### src/rtl/moore_1010_over.sv
`default_nettype none
// +--------------------------------------------------------------------------+
// | Module      : moore_1010_over                                            |
// | Description : Moore detector for serial pattern 1-0-1-0 with overlapping |
// |               matches; optional saturating match counter behind the      |
// |               MATCH_COUNT_EN macro.                                      |
// | Revision    : 1.0 - initial release                                      |
// +--------------------------------------------------------------------------+
module moore_1010_over #(
  parameter int COUNT_W = 8
) (
  input  logic               clk,
  input  logic               reset,
  input  logic               c,
  output logic               d
`ifdef MATCH_COUNT_EN
  ,
  output logic [COUNT_W-1:0] match_cnt
`endif
);

  typedef enum logic [2:0] {
    S0 = 3'd0,
    S1 = 3'd1,
    S2 = 3'd2,
    S3 = 3'd3,
    S4 = 3'd4
  } state_t;

  state_t r_state;
  logic   r_d;
  state_t w_next;

  // S4 on a 1 keeps the trailing "10" and resumes at "101".
  function automatic state_t f_next(input state_t s, input logic b);
    case (s)
      S0:      f_next = b ? S1 : S0;
      S1:      f_next = b ? S1 : S2;
      S2:      f_next = b ? S3 : S0;
      S3:      f_next = b ? S1 : S4;
      S4:      f_next = b ? S3 : S0;
      default: f_next = S0;
    endcase
  endfunction

  assign w_next = f_next(r_state, c);

  always_ff @(posedge clk) begin
    if (reset) begin
      r_state <= S0;
      r_d     <= 1'b0;
    end else begin
      r_state <= w_next;
      r_d     <= (w_next == S4);
    end
  end

  assign d = r_d;

`ifdef MATCH_COUNT_EN
  localparam logic [COUNT_W-1:0] c_CNT_MAX = {COUNT_W{1'b1}};

  logic [COUNT_W-1:0] r_cnt;

  always_ff @(posedge clk) begin
    if (reset) begin
      r_cnt <= '0;
    end else if ((w_next == S4) && (r_cnt != c_CNT_MAX)) begin
      r_cnt <= r_cnt + 1'b1;
    end
  end

  assign match_cnt = r_cnt;
`endif

endmodule
`default_nettype wire

### config.mk
export PLATFORM = sky130hd
export DESIGN_NAME = moore_1010_over
export DESIGN_NICKNAME = d
export VERILOG_FILES = /design/src/rtl/moore_1010_over.sv
export SDC_FILE = /design/constraint.sdc
export NUM_CORES = 1
export LEC_CHECK = 0
export CAP_MARGIN = 20
export CORE_AREA = 2 2 39 41
export DETAILED_ROUTE_END_ITERATION = 6
export DIE_AREA = 0 0 41 43
export GPL_TIMING_DRIVEN = 0
export SYNTH_ARGS = -nofsm -noshare
export SYNTH_HDL_FRONTEND = slang
export SYNTH_SLANG_ARGS = --single-unit
### constraint.sdc
create_clock -name clk -period 3.9 [get_ports clk]
set_clock_uncertainty 0.2 [all_clocks]
set_input_delay 0.78 -clock clk [delete_from_list [all_inputs] [get_ports clk]]
set_output_delay 0.78 -clock clk [all_outputs]
set_load 0.02 [all_outputs]
==> reports/summary.md <==
- built — clock tree from TritonCTS
- 14 — standard-cell rows
- 45.31% — Area Growth Syn to Fin
- 9.543 µm — routed len/inst
- 0 — total gr overflow
- 43 µm — vertical extent of the die
- 3 — total CTS buffers
- 210.2 µm² — area of placed instances
- false — unrepaired setup endpoints after global routing
- 126 — DR vias
- 0 — pins over their slew limit
- 7 — pin count of the biggest net entering global routing
- 0 — initial antenna violation count
- 0 — async set or reset register ratio after synthesis
- 236.6 ps — measured slew at the worst slew-check pin
- 41 µm — die width
- sky130_fd_sc_hd__dfxtp_1 (50%), sky130_fd_sc_hd__and4b_2 (14%), sky130_fd_sc_hd__or4bb_1 (14%), sky130_fd_sc_hd__and3b_2 (6.3%), sky130_fd_sc_hd__or4b_1 (6.3%) — largest cells by area after synthesis
- 4 — count of state elements after synthesis
- 40 ps — Worst-path clk slew
- 0 — Syn. warnings
- 1 — first drt pass iteration count
- 0 — number of diodes added for antenna fixing
- sky130_fd_sc_hd__clkbuf_4 — Clock Tree Root
- 0 — count of max-cap constraint violations
- clkdlybuf4s50_1 — cells traversed along the worst timing path
- sky130_fd_sc_hd__dfxtp_1 — ys flop type
- 2 — Bufs on Longest Clock Path
- primary output — critical path capture point type
- 12.32 µm² — Mean Syn Cell Area
- reg -> reg — min-delay worst type
- sky130_fd_sc_hd__clkdlybuf4s50_1 — Crit-path slowest cell
- 2920 ps — required time of the critical path
- 0.4888 — final RePlAce weighted congestion
- 0 — number of hold buffers added after cts
- sky130_fd_sc_hd__dfxtp_1 (4), sky130_fd_sc_hd__and4b_2 (2), sky130_fd_sc_hd__or4bb_1 (2) — most frequent cells after synthesis
- 16 — Net Count, Synth
- 0 — Resized Gates After CTS
- 240 ps — clock latency at the later pin of the worst-skew pair
- 0.5000 — post-synthesis sequential area ratio
- 0.5445 — final worst path period share
- 0.08593 mV — peak supply drop
- 0.001384 mm² — CORE AREA
- 13 — post-synthesis instance total
- register — launching element type of the critical path
- 1 — maximum fanout count along the critical path
- 0.001763 mm² — die area
- 232.7 µm² — Final Instance Area
- 3.600 — number of vias per cell after detailed routing
- 2124 ps — fin crit period
- 24 — Total Nets Final
- 4 — I/O pin total
- 4 — Num Clock Sinks
- 3 — quantity of I/O buffers inserted on ports
- 0 — EDFF count, synth
- 0.8418 — Slew headroom
- sky130_fd_sc_hd__dfxtp_1 — cell type with the highest aggregate area in the netlist
- 334 µm — Final Routed Wirelength
- 0 — setup bufs post-CTS
- 1140 ps — worst endpoint data arrival time
- 0.3158 — layout cell share with drive strength beyond 1
- 1 — H-tree Lvls
- sky130_fd_sc_hd__dfxtp_1 — most common cell in the synthesized netlist
- 0 — number of DRC markers in iteration 0
- 0 — number of hold violations in the final report
- 1 — WP buf/inv
- 0 — count of endpoints failing setup in the final report
- 0.4709 GHz — peak clock frequency supported by timing
- 0 — remaining routing DRC violations
- 150 — number of global-route vias before repair
- 593 µm — first-pass GRT wire length
- finished clean — run status
- reg -> out — Crit Path Category
- 8 — distinct cell type count after synthesis
- 0.05918 — total global-route track usage
- 431.7 mW/mm² — pwr/cell area
- 160.2 µm² — post-synth design cell area
- 610 ps — delay contributed by the slowest stage of the critical path
- 0.08722 nW — leak pwr
- 0.1157 — starting density of the core
- 0.5000 — area share of the largest cell type after synthesis
- 0 — antenna viol nets, final
- 0 ps — Total Neg Setup Slack
- buffers and inverters — family with the most delay on the worst path
-- final timing paths --
kind | slack (ps) | end | startpoint | cells after the start
worst min register to register | 410 | r_state[2] | r_state[1] | 1
worst max register to register | 2600 | r_state[1] | r_state[2] | 2
worst max-delay path | 1780 | d | d | 1
worst min-delay path | 410 | r_state[2] | r_state[1] | 1
-- routing by layer --
| metal | vias up | share of wire | global-route usage |
|---|---|---|---|
| met1 | 53 | 0.38 | 0.05769 |
| met2 | 6 | 0.51 | 0.07188 |
| met5 | - | 0 | 0 |
| met4 | 0 | 0.054 | 0.1000 |
| li1 | 65 | - | - |
| met3 | 2 | 0.048 | 0.01571 |
-- flip-flops by register name, indices dropped and copies added, names as in the netlist --
name     count
d            1
r_state      3
-- power breakdown --
part           switching, W  internal (W)  leakage [nW]    total, W
registers        0.00000121     0.0000422        0.0326   0.0000434
clock network     0.0000175     0.0000345        0.0138   0.0000520
logic            0.00000158    0.00000353        0.0408  0.00000511
-- final cells by class --
| type | instances | area [µm²] |
|---|---|---|
| clock buffer | 3 | 22.52 |
| fill | 146 | 1151 |
| tap | 16 | 20.02 |
| sequential | 4 | 80.08 |
| multi-input combinational | 9 | 80.08 |
| timing repair buffer | 3 | 30.03 |
-- cells in the final DEF (no fill, tap or decap), drive strengths merged --
cell,Yosys,routed
clkdlybuf4s50,0,3
o21ai,1,1
a31oi,1,1
or4b,1,1
clkbuf,0,3
nor2,1,1
dfxtp,4,4
and4b,2,2
and3b,1,1
or4bb,2,2
-- metrics by stage --
step                      std cells  worst slack, ps   power [W]  hold slack (ps)  utilization
final                            35             1776   0.0001005            410.2       0.1682
after floorplan                  13             2247  0.00004572            345.8            -
after global routing             35             1737   0.0001057            426.6       0.1682
after detailed placement         32             1659  0.00004911            399.8       0.1519
after global placement           32             1699  0.00004839            358.1       0.1519
after CTS                        35             1761   0.0001034            402.6       0.1682
-- cell families after synthesis --
group,count (synthesis),share of synthesized area
simple gates,7,0.4297
flops,4,0.5000
compound gates,2,0.07031
(Power assumes the default switching activity.)
